### src/rtl/indirect_mem_ctrl_if.sv
// -----------------------------------------------------------------------------
// lc3b_types : shared LC-3b widths and the memory-class opcodes.
// indirect_mem_ctrl_if : data-memory request/response bus between the MEM-stage
//   sequencer (master) and the data memory (slave).
//   d_mem_read / d_mem_write  : request strobes, held until d_mem_resp
//   d_mem_address             : request address
//   d_mem_byte_enable         : write byte lanes ({hi, lo})
//   d_mem_resp                : memory completes the current access this cycle
//   d_mem_rdata               : read data, valid with d_mem_resp
// -----------------------------------------------------------------------------
package lc3b_types;
    typedef logic [15:0] lc3b_word;
    typedef logic [3:0]  lc3b_opcode;
    typedef logic [2:0]  lc3b_reg;

    localparam lc3b_opcode OP_LDB  = 4'b0010;
    localparam lc3b_opcode OP_STB  = 4'b0011;
    localparam lc3b_opcode OP_LDR  = 4'b0110;
    localparam lc3b_opcode OP_STR  = 4'b0111;
    localparam lc3b_opcode OP_LDI  = 4'b1010;
    localparam lc3b_opcode OP_STI  = 4'b1011;
    localparam lc3b_opcode OP_TRAP = 4'b1111;
endpackage

interface indirect_mem_ctrl_if;
    import lc3b_types::*;

    logic        d_mem_read;
    logic        d_mem_write;
    lc3b_word    d_mem_address;
    logic [1:0]  d_mem_byte_enable;
    logic        d_mem_resp;
    lc3b_word    d_mem_rdata;

    modport master (
        output d_mem_read, d_mem_write, d_mem_address, d_mem_byte_enable,
        input  d_mem_resp, d_mem_rdata
    );

    modport slave (
        input  d_mem_read, d_mem_write, d_mem_address, d_mem_byte_enable,
        output d_mem_resp, d_mem_rdata
    );
endinterface

### src/rtl/indirect_mem_ctrl.sv
// -----------------------------------------------------------------------------
// indirect_mem_ctrl : MEM-stage data-memory sequencer for the pipelined LC-3b.
// Issues the single access of LDR/LDB/STR/STB/TRAP and the pointer-then-data
// pair of LDI/STI, stalls the pipeline until memory answers, and keeps a copy
// of the WB-stage result that the forwarding logic would otherwise lose while
// MEM is held on the indirect access.
// Ports:
//   clk, reset_n          : rising-edge clock, asynchronous active-low reset
//   valid_mem             : MEM stage holds a real instruction
//   opcode_mem            : MEM-stage opcode
//   address_mem           : effective address from EX
//   load_regfile_wb       : WB-stage regfile write enable
//   dest_wb, data_wb      : WB-stage destination and write data
//   mem                   : data-memory bus (master side)
//   indirectmux_sel       : MEM is on the second access of LDI/STI
//   stall_pipe            : instruction cannot leave MEM at the end of this cycle
//   save_load_regfile     : saved WB write enable (cleared on IND completion)
//   save_dest, save_data  : saved WB destination and data
// -----------------------------------------------------------------------------
module indirect_mem_ctrl
    import lc3b_types::*;
(
    input  logic       clk,
    input  logic       reset_n,
    input  logic       valid_mem,
    input  lc3b_opcode opcode_mem,
    input  lc3b_word   address_mem,
    input  logic       load_regfile_wb,
    input  lc3b_reg    dest_wb,
    input  lc3b_word   data_wb,
    indirect_mem_ctrl_if.master mem,
    output logic       indirectmux_sel,
    output logic       stall_pipe,
    output logic       save_load_regfile,
    output lc3b_reg    save_dest,
    output lc3b_word   save_data
);

    typedef enum logic [1:0] {
        IDLE = 2'd0,
        PTR  = 2'd1,
        IND  = 2'd2
    } state_t;

    state_t   state, state_next;
    lc3b_word ptr;
    logic     ptr_load;
    logic     save_capture;
    logic     save_clear;

    logic is_mem_op, is_ind_op, is_write_op;

    always_comb begin
        is_mem_op   = (opcode_mem == OP_LDB) || (opcode_mem == OP_STB) ||
                      (opcode_mem == OP_LDR) || (opcode_mem == OP_STR) ||
                      (opcode_mem == OP_LDI) || (opcode_mem == OP_STI) ||
                      (opcode_mem == OP_TRAP);
        is_ind_op   = (opcode_mem == OP_LDI) || (opcode_mem == OP_STI);
        is_write_op = (opcode_mem == OP_STB) || (opcode_mem == OP_STR);
    end

    // NOTE: async reset in the sensitivity list; every register gets a reset
    // value so the save_* outputs are defined from the first cycle.
    always_ff @(posedge clk or negedge reset_n) begin
        if (!reset_n) begin
            state             <= IDLE;
            ptr               <= '0;
            save_load_regfile <= 1'b0;
            save_dest         <= '0;
            save_data         <= '0;
        end else begin
            // NOTE: non-blocking assignments so all registers update from the
            // same pre-edge values.
            state <= state_next;
            if (ptr_load) ptr <= mem.d_mem_rdata;
            if (save_capture) begin
                save_load_regfile <= load_regfile_wb;
                save_dest         <= dest_wb;
                save_data         <= data_wb;
            end else if (save_clear) begin
                save_load_regfile <= 1'b0;
            end
        end
    end

    always_comb begin
        // NOTE: every output of this block gets a default first, so no path
        // through the case statement can infer a latch.
        state_next            = state;
        mem.d_mem_read        = 1'b0;
        mem.d_mem_write       = 1'b0;
        mem.d_mem_address     = '0;
        mem.d_mem_byte_enable = 2'b00;
        indirectmux_sel       = 1'b0;
        stall_pipe            = 1'b0;
        ptr_load              = 1'b0;
        save_capture          = 1'b0;
        save_clear            = 1'b0;

        // Gating on reset_n drops an in-flight request the instant reset is
        // asserted, even though IDLE would otherwise re-issue it from the
        // still-valid MEM inputs.
        if (reset_n) begin
            unique case (state)
                IDLE: begin
                    if (valid_mem && is_mem_op) begin
                        mem.d_mem_address = address_mem;
                        // STI's first access is the pointer read.
                        mem.d_mem_write   = is_write_op;
                        mem.d_mem_read    = ~is_write_op;
                        if (opcode_mem == OP_STB)
                            mem.d_mem_byte_enable = address_mem[0] ? 2'b10 : 2'b01;
                        else
                            mem.d_mem_byte_enable = 2'b11;

                        if (is_ind_op) begin
                            // The second access always follows, so hold MEM.
                            stall_pipe = 1'b1;
                            if (mem.d_mem_resp) begin
                                ptr_load     = 1'b1;
                                save_capture = 1'b1;
                                state_next   = IND;
                            end else begin
                                state_next   = PTR;
                            end
                        end else begin
                            stall_pipe = ~mem.d_mem_resp;
                        end
                    end
                end

                PTR: begin
                    mem.d_mem_read        = 1'b1;
                    mem.d_mem_address     = address_mem;
                    mem.d_mem_byte_enable = 2'b11;
                    stall_pipe            = 1'b1;
                    if (mem.d_mem_resp) begin
                        ptr_load     = 1'b1;
                        save_capture = 1'b1;
                        state_next   = IND;
                    end
                end

                IND: begin
                    indirectmux_sel       = 1'b1;
                    mem.d_mem_address     = ptr;
                    mem.d_mem_byte_enable = 2'b11;
                    mem.d_mem_write       = (opcode_mem == OP_STI);
                    mem.d_mem_read        = (opcode_mem != OP_STI);
                    stall_pipe            = ~mem.d_mem_resp;
                    if (mem.d_mem_resp) begin
                        save_clear = 1'b1;
                        state_next = IDLE;
                    end
                end

                default: state_next = IDLE;
            endcase
        end
    end

endmodule
### src/flat_wrapper.sv
// flat-port wrapper written by rule: the top's interface ports become plain ports
module indirect_mem_ctrl_flat import lc3b_types::*;
  (clk, reset_n, valid_mem, opcode_mem, address_mem, load_regfile_wb, dest_wb, data_wb, indirectmux_sel, stall_pipe, save_load_regfile, save_dest, save_data, mem_d_mem_read, mem_d_mem_write, mem_d_mem_address, mem_d_mem_byte_enable, mem_d_mem_resp, mem_d_mem_rdata);
  indirect_mem_ctrl_if mem_i ();
  input  logic clk;
  input  logic reset_n;
  input  logic valid_mem;
  input  lc3b_opcode opcode_mem;
  input  lc3b_word address_mem;
  input  logic load_regfile_wb;
  input  lc3b_reg dest_wb;
  input  lc3b_word data_wb;
  output logic indirectmux_sel;
  output logic stall_pipe;
  output logic save_load_regfile;
  output lc3b_reg save_dest;
  output lc3b_word save_data;
  output wire logic [$bits(mem_i.d_mem_read)-1:0] mem_d_mem_read;
  output wire logic [$bits(mem_i.d_mem_write)-1:0] mem_d_mem_write;
  output wire logic [$bits(mem_i.d_mem_address)-1:0] mem_d_mem_address;
  output wire logic [$bits(mem_i.d_mem_byte_enable)-1:0] mem_d_mem_byte_enable;
  input wire logic [$bits(mem_i.d_mem_resp)-1:0] mem_d_mem_resp;
  input wire logic [$bits(mem_i.d_mem_rdata)-1:0] mem_d_mem_rdata;
  assign mem_d_mem_read = mem_i.d_mem_read;
  assign mem_d_mem_write = mem_i.d_mem_write;
  assign mem_d_mem_address = mem_i.d_mem_address;
  assign mem_d_mem_byte_enable = mem_i.d_mem_byte_enable;
  assign mem_i.d_mem_resp = mem_d_mem_resp;
  assign mem_i.d_mem_rdata = mem_d_mem_rdata;
  indirect_mem_ctrl u_core (.clk(clk), .reset_n(reset_n), .valid_mem(valid_mem), .opcode_mem(opcode_mem), .address_mem(address_mem), .load_regfile_wb(load_regfile_wb), .dest_wb(dest_wb), .data_wb(data_wb), .mem(mem_i), .indirectmux_sel(indirectmux_sel), .stall_pipe(stall_pipe), .save_load_regfile(save_load_regfile), .save_dest(save_dest), .save_data(save_data));
endmodule
### config.mk
export PLATFORM = sky130hd
export DESIGN_NAME = indirect_mem_ctrl_flat
export DESIGN_NICKNAME = d
export VERILOG_FILES = /design/src/rtl/indirect_mem_ctrl_if.sv /design/src/rtl/indirect_mem_ctrl.sv /design/src/flat_wrapper.sv
export SDC_FILE = /design/constraint.sdc
export NUM_CORES = 1
export LEC_CHECK = 0
export ABC_AREA = 1
export CAP_MARGIN = 20
export CORE_ASPECT_RATIO = 0.75
export CORE_MARGIN = 4
export CORE_UTILIZATION = 42
export DETAILED_ROUTE_END_ITERATION = 6
export PLACE_DENSITY_LB_ADDON = 0.25
export SYNTH_ARGS = -nofsm -noshare
export SYNTH_HDL_FRONTEND = slang
export SYNTH_SLANG_ARGS = --single-unit
### constraint.sdc
create_clock -name clk -period 2.3 [get_ports clk]
set_clock_uncertainty 0.2 [all_clocks]
set_input_delay 0.46 -clock clk [delete_from_list [all_inputs] [get_ports clk]]
set_output_delay 0.46 -clock clk [all_outputs]
set_load 0.005 [all_outputs]
After elaboration in Yosys (flattened, before gate mapping)
Index checks and enable logic that the tools add are counted.
{ "op_classes": {"n_reduce_logical": 13, "bitwise": 2, "n_mux": 35, "n_eq_ne": 14} }
{ "op_table": {"columns": ["operator", "count"], "rows": [
  ["one-hot mux 16 bit (3 select lines)", 1],
  ["two-way mux 16 bit", 2],
  ["two-way mux 2 bit", 9],
  ["two-way mux 1 bit", 17],
  ["equality test 4 bit, second input constant", 3],
  ["equality test 4 x 2 -> 1 bit, second input constant", 2],
  ["equality test 4 x 3 -> 1 bit, second input constant", 2],
  ["logical OR 1 bit", 8],
  ["one-hot mux 1 bit (3 select lines)", 2],
  ["one-hot mux 2 bit (3 select lines)", 1],
  ["AND reduction 5 bit", 1],
  ["inequality test 2 x 1 -> 1 bit, second input constant", 2],
  ["inequality test 2 bit, second input constant", 2],
  ["inequality test 4 bit, second input constant", 1],
  ["one-hot mux 1 bit (2 select lines)", 2],
  ["one-hot mux 2 bit (2 select lines)", 1],
  ["equality test 2 x 1 -> 1 bit, second input constant", 1],
  ["equality test 2 bit, second input constant", 1],
  ["zero test 2 bit", 1],
  ["NOT 1 bit", 2],
  ["nonzero test 2 bit", 1],
  ["OR reduction 2 bit", 1],
  ["logical AND 1 bit", 1]
]} }
{ "totals": {"in_bits": 60, "word_cells": 69, "reg_bits": 38, "out_inout_bits": 42} }

Depth between registers and ports, before layout
{ "depth": {"depth_word": 12, "depth_mapped": 9, "depth_no_buf": 8} }

Least setup slack after synthesis
Ideal clock, no wire load.
{ "synth_timing": {"path_type": "register -> output", "startpoint": "register u_core.state[0]", "endpoint": "output mem_d_mem_address[10]", "path_stages_with_launch": 7, "t_arrival_ps": 1318, "required_ps": 1640, "setup_slack_ps": 322, "path_cell_list": "dfrtp_1 > inv_1 > ha_1 > buf_4 > buf_1 > nand4_1 > a21oi_1"} }
{ "synth_between": {"elab_chain_len": 3} }
{ "synth_rtl": {"columns": ["item", "line_no", "text"], "rows": [
  ["start: declaration", "indirect_mem_ctrl.sv:45", "state_t state, state_next;"],
  ["start signal: assignment", "indirect_mem_ctrl.sv:74", "state <= state_next;"],
  ["equality test 2 bit, or another cell as far along", "indirect_mem_ctrl.sv:104", "unique case (state)"],
  ["one-hot mux 16 bit (3 select lines) (*)", "indirect_mem_ctrl.sv:104", null],
  ["two-way mux 16 bit (*)", "indirect_mem_ctrl.sv:103", "if (reset_n) begin"],
  ["end: declaration", "flat_wrapper.sv:20", "output wire logic [$bits(mem_i.d_mem_address)-1:0] mem_d_mem_address;"]
]} }
Mark *: on every way between the ends. The rest lies on a longest branch, timed or not.

Worst setup path after layout
{ "layout_timing": {"startpoint": "register u_core.state[0]", "endpoint": "output mem_d_mem_address[12]"} }
Same word-level chain as after synthesis.

==> flow_metrics.tcl <==
set metrics [dict create \
    cts_inserted_buffers 5 \
    antenna_found_initial 0 \
    coreArea_um2 5320 \
    internal-power_mw 2.11 \
    drt_pass1_iterations 4 \
    cts_tree "yes" \
    start_util 0.432 \
    seq_area_frac_synth 0.413 \
    synth_cell_types 20 \
    port_buffers 101 \
    grt_pass1_wl_um 11500 \
    rsz0062_at_grt "yes" \
    cts.sinks 38 \
    diodes 0 \
    synthFlopType "dfrtp_1" \
    worstPathCellList "buf_6 -> buf_6 -> ha_4 -> buf_8 -> nand2_1 -> nand2_1 -> inv_2 -> a21oi_2 -> buf_2" \
    slew_headroom 0.678 \
    dp_slack_ns -0.499 \
    path_max_fanout 6 \
    grt_max_degree 40 \
    dr_wl_met2_um 3300 \
    path_clk_slew_ns 0.08 \
    gp_congestion 0.928 \
    dieArea_um2 6740 \
    dp.final_hpwl_um 5030 \
    cp.required_ns 1.64 \
    clockRootBuffer "clkbuf_8" \
    fin_crit_ns 2.33 \
    netlist_area_um2 2300 \
    die_y_um 72.1 \
    synthArstFlopShare 1.00 \
    routed_wirelength_um 7420 \
    tightest_slew_ns 0.482 \
    path_buf_inv 5 \
    cp-start-kind "register" \
    setup_viol 7 \
    nets 517 \
    grt-ovfl-total 0 \
    clockBufferDepth 2 \
    p_sw_mw 1.18 \
    routedWlPerCell_um 14.0 \
    pwr_density_cell_nw_per_um2 874 \
    yosysWarnings 0 \
    cap_violations 0 \
    hold_class "in -> async" \
    ys_top_cells_by_count "nand2_1 (140), nand3_1 (42), dfrtp_1 (38)" \
    synth_top_area_share 0.413 \
    slowest_delay_ns 0.41 \
    p_leak_nw 1.87 \
    grt_use_total 0.212 \
    critPathTopFamily "buffers and inverters" \
    clock.fmax_mhz 429 \
    post-route-period-util 1.01 \
    pwr-share-seq 0.339 \
    layout-drive-gt1-share 0.242 \
    combPwrFrac 0.493 \
    drt_iter0_drc 164 \
    vias 2640 \
    clock_latency_ns 0.29 \
    netSwitchingFraction 0.359 \
    maxUsedRoutingLayer "met4" \
    syn-instance-count 332 \
    slowest_stage "dfrtp_1" \
    worstPathArrival_ns 1.67 \
    syn_nets 396 \
    cts.htree.levels 2 \
    wl_met1_um 3260 \
    synth_top_area_cell "dfrtp_1" \
    ir_worst_vdd_mv 0.623 \
    yosys-top-cells-area "dfrtp_1 (41%), nand2_1 (23%), nand3_1 (9.1%)" \
    hold_buffers 0 \
    drc 0 \
    ioPinCount 102 \
    cp-end-kind "output pin" \
    postRouteAntennaNets 0 \
    synth.avg_cell_area_um2 6.93 \
    worstSetupPathType "reg -> out" \
    ys_ff_latch 38 \
    drt-vias-per-instance 4.99 \
    fin_hold_ws_ns 0.163 \
    yosysMostFrequentCell "nand2_1" \
    dr_wl_met3_um 761 \
    status "finished with violations" \
    area_growth_syn_to_layout_pct 63.3 \
    synth-edff-count 0 \
    final_max_slew_viol_count 0 \
    violations "setup timing" \
    hold_viol_final 0 \
    rows 23 \
    worst_slack_ns -0.0332 \
    grt_pass1_vias 2437 \
    die_w_um 93.5 \
    clkPwrFrac 0.168 \
]
## kinds of logic after synthesis
family                     synth area share
buffers and inverters                 0.103
DFF                                   0.413
AOI/OAI and AO/OA                    0.0592
and+or+nand+nor                       0.403
adders and majority gates            0.0217
## path summary, 6_finish.rpt
check,startpoint,end,slack [ns],cells after the start
worst min-delay path,reset_n,u_core.state[0]$_DFFE_PN0P_,0.16,3
max in group asynchronous,reset_n,u_core.save_data[13]$_DFFE_PN0P_,1.40,3
worst min register to register,u_core.save_data[5]$_DFFE_PN0P_,u_core.save_data[5]$_DFFE_PN0P_,0.27,2
min in group clk,u_core.save_data[5]$_DFFE_PN0P_,u_core.save_data[5]$_DFFE_PN0P_,0.27,2
worst max register to register,u_core.state[0]$_DFFE_PN0P_,u_core.save_data[11]$_DFFE_PN0P_,0.14,10
worst max-delay path,u_core.state[0]$_DFFE_PN0P_,mem_d_mem_address[12],-0.03,9
## per-layer routing
layer | vias to the layer above | track usage
met3 | 10 | 0.0674
met4 | 0 | 0.0488
met2 | 115 | 0.331
met1 | 1209 | 0.290
met5 | - | 0
li1 | 1306 | -
## power groups by stage
stage	Sequential (mW)	Combinational [mW]	Clock, mW
finish	1.11	1.62	0.551
floorplan	1.10	0.661	0
global placement	1.11	1.41	0
detailed placement	1.12	1.43	0
CTS	1.11	1.51	0.562
global route	1.15	1.80	0.594
## registers in the layout, summed over array words and instances, names as in the netlist
signal,cells
u_core.ptr,16
u_core.save_data,16
u_core.save_dest,3
u_core.save_load_regfile,1
u_core.state,2
## through the flow
| stage | power, mW | setup TNS, ns | cells | utilization | area [µm²] |
|---|---|---|---|---|---|
| 6_report | 3.28 | -0.127 | 529 | 0.706 | 3760 |
| 5_1_grt | 3.55 | -1.42 | 529 | 0.706 | 3760 |
| 4_1_cts | 3.18 | -1.47 | 525 | 0.692 | 3680 |
| 3_5_place_dp | 2.56 | -9.24 | 511 | 0.650 | 3460 |
| 3_3_place_gp | 2.52 | -8.54 | 511 | 0.650 | 3460 |
| 2_1_floorplan | 1.76 | 0 | 332 | - | 2300 |
## worst min-delay path: stages
cell and delay [ns]:
buf_2 0.09, buf_4 0.12, buf_4 0.42
## layout by cell type (no fill, tap or decap), types with 2 or more instances in the layout
cell,synthesis,routed
o21ai_0,4,2
clkinv_2,0,2
a21oi_2,0,18
dfrtp_1,38,38
a21oi_1,20,2
nand2_2,0,8
dlygate4sd2_1,0,5
buf_6,3,8
nand3_1,42,41
clkbuf_8,0,5
nand4_1,17,17
buf_4,5,17
clkdlybuf4s50_1,0,73
nand3_2,1,2
nor2_1,11,11
inv_2,1,8
or2_4,0,4
buf_12,0,2
inv_1,31,23
clkbuf_2,0,5
nand2_1,140,131
ha_4,0,3
buf_2,4,18
## timing repair
action / CTS / global route
resized for setup: 77 / 78
setup buffers: 4 / 3
hold endpoints to repair: 0 / 0
cloned: 2 / 2
pin swaps: 2 / 29
endpoints found under the setup margin: 22 / 22
## cell type report
class                           instances  area, µm²
Fill cell                             440       1570
Multi-Input combinational cell        246       1290
Timing Repair Buffer                  130       1190
Sequential cell                        38        951
Inverter                               32        123
Tap cell                               75       93.8
Clock buffer                            5       68.8
Clock inverter                          3       40.0
No activity file was read; power rests on OpenSTA's default activity.
==> variant: new RTL, same settings <==
Make the reset (`reset_n`) synchronous in one clocked block. Comments in the files are not updated.
--- a/src/rtl/indirect_mem_ctrl.sv
+++ b/src/rtl/indirect_mem_ctrl.sv
@@ -61,7 +61,7 @@
 
     // NOTE: async reset in the sensitivity list; every register gets a reset
     // value so the save_* outputs are defined from the first cycle.
-    always_ff @(posedge clk or negedge reset_n) begin
+    always_ff @(posedge clk) begin
         if (!reset_n) begin
             state             <= IDLE;
             ptr               <= '0;
Behaviour: differs if reset_n is asserted again (counterexample within 4 cycles, from zero or initial values and one cycle with reset_n low); with reset_n held inactive, the same outputs for 10 cycles.
==> variant against the unedited design <==
Non-clock buffer count increased by 7; synthesized area shrank 18%; wire length decreased by 11%; final cell count down 13%; hold slack better by 0.14 ns; power is 21% lower; final area is 13% lower; largest power group unchanged; sequential cell count did not move; largest cell class is now buffers; worst setup slack better by 0.065 ns; die area is 16% lower.
==> variant: results (changes against the unedited design) <==
* Grt met3 use at 0.0672 (was 0.0674)
* Max IR drop VDD at 0.488 mV (was 0.623 mV)
* Tightest Hold Check Type: reg -> reg (was in -> async)
* Async S/R FF share, synth at 0 (was 1.00)
* Average via count per standard cell at 4.90 (was 4.99)
* DR iter-0 viols at 113 (was 164)
* Finished Layout Cells at 462 (was 529)
* Vias in the first global route at 2167 (was 2437)
* Least-Margin Pin Slew at 0.455 ns (was 0.482 ns)
* Status: finished, final reports clean (was complete, but fails checks)
* Routed wl met3 at 583 um (was 761 um)
* 1st-pass router iterations at 5 (was 4)
* First-pass GRT wire length at 10100 um (was 11500 um)
* Top cells by count, synth: 72 x nor2_1, 51 x nand2_1, 38 x dfxtp_1, 31 x o21ai_0, 23 x a21oi_1 (was 140 x nand2_1, 42 x nand3_1, 38 x dfrtp_1, 31 x inv_1, 20 x a21oi_1)
* Placed Cells at 439 (was 511)
* Fill cells at 317 (was 440)
* Top post-synthesis cells by area: dfxtp_1 40%, nor2_1 14%, nand2_1 10% (was dfrtp_1 41%, nand2_1 23%, nand3_1 9.1%)
* Layout cells sized above 1 at 0.263 (was 0.242)
* Dpl ws at -0.521 ns (was -0.499 ns)
* Max FO, Critical Path at 4 (was 6)
* Met2 global-route usage at 0.356 (was 0.331)
* Ys flop type: dfxtp_1 (was dfrtp_1)
* Routability congestion estimate at 0.825 (was 0.928)
* Final wirelength at 6630 um (was 7420 um)
* Met2 routed WL at 3050 um (was 3300 um)
==> variant: cell types whose count changed after synthesis, moves of 6 or more <==
cell | unedited run | this run
dfrtp_1 | 38 | 0
dfxtp_1 | 0 | 38
inv_1 | 31 | 13
nand2_1 | 140 | 51
nand3_1 | 42 | 6
nand4_1 | 17 | 1
nor2_1 | 11 | 72
nor2_2 | 0 | 6
o21ai_0 | 4 | 31
o21ai_1 | 0 | 8
==> variant: final timing paths <==
check	endpoint	slack (ns)	cells after the start
max	mem_d_mem_address[8]	0.03	7
min	u_core.save_data[8]$_SDFFE_PN0P_	0.30	2
max reg2reg	u_core.state[1]$_SDFFE_PN0P_	0.46	9
min reg2reg	u_core.save_data[8]$_SDFFE_PN0P_	0.30	2
==> variant: area by class of cell <==
| type | instances | share of cell area |
|---|---|---|
| repair buffers | 137 | 0.368 |
| flip-flops and latches | 38 | 0.233 |
| multi-input cells | 209 | 0.331 |
| clock buffers | 7 | 0.0263 |
| inverters | 15 | 0.0190 |
| clock inverters | 1 | 0.00152 |
| well taps | 55 | 0.0209 |
==> variant: repair_timing <==
item                       CTS  global route
setup buffers               10             5
resized for setup           99            35
hold buffers                 0             0
setup endpoints to repair   22            28
cloned                       1             1
pin swaps                    8             9
==> variant: logic make-up (layout without fill, tap and decap cells) <==
group | count (synthesis) | in the layout | share of synthesized area
compound gates | 62 | 62 | 0.164
buf+inv | 30 | 160 | 0.0900
flops | 38 | 38 | 0.402
fa+ha+maj | 4 | 4 | 0.0265
simple gates | 143 | 143 | 0.317
==> variant: where the power goes <==
group	internal (W)	switching (W)	total (W)	leakage, nW
clock	0.000242	0.000228	0.000470	0.0482
sequential	0.000832	0.0000948	0.000927	0.311
combinational	0.000641	0.000561	0.00120	1.13
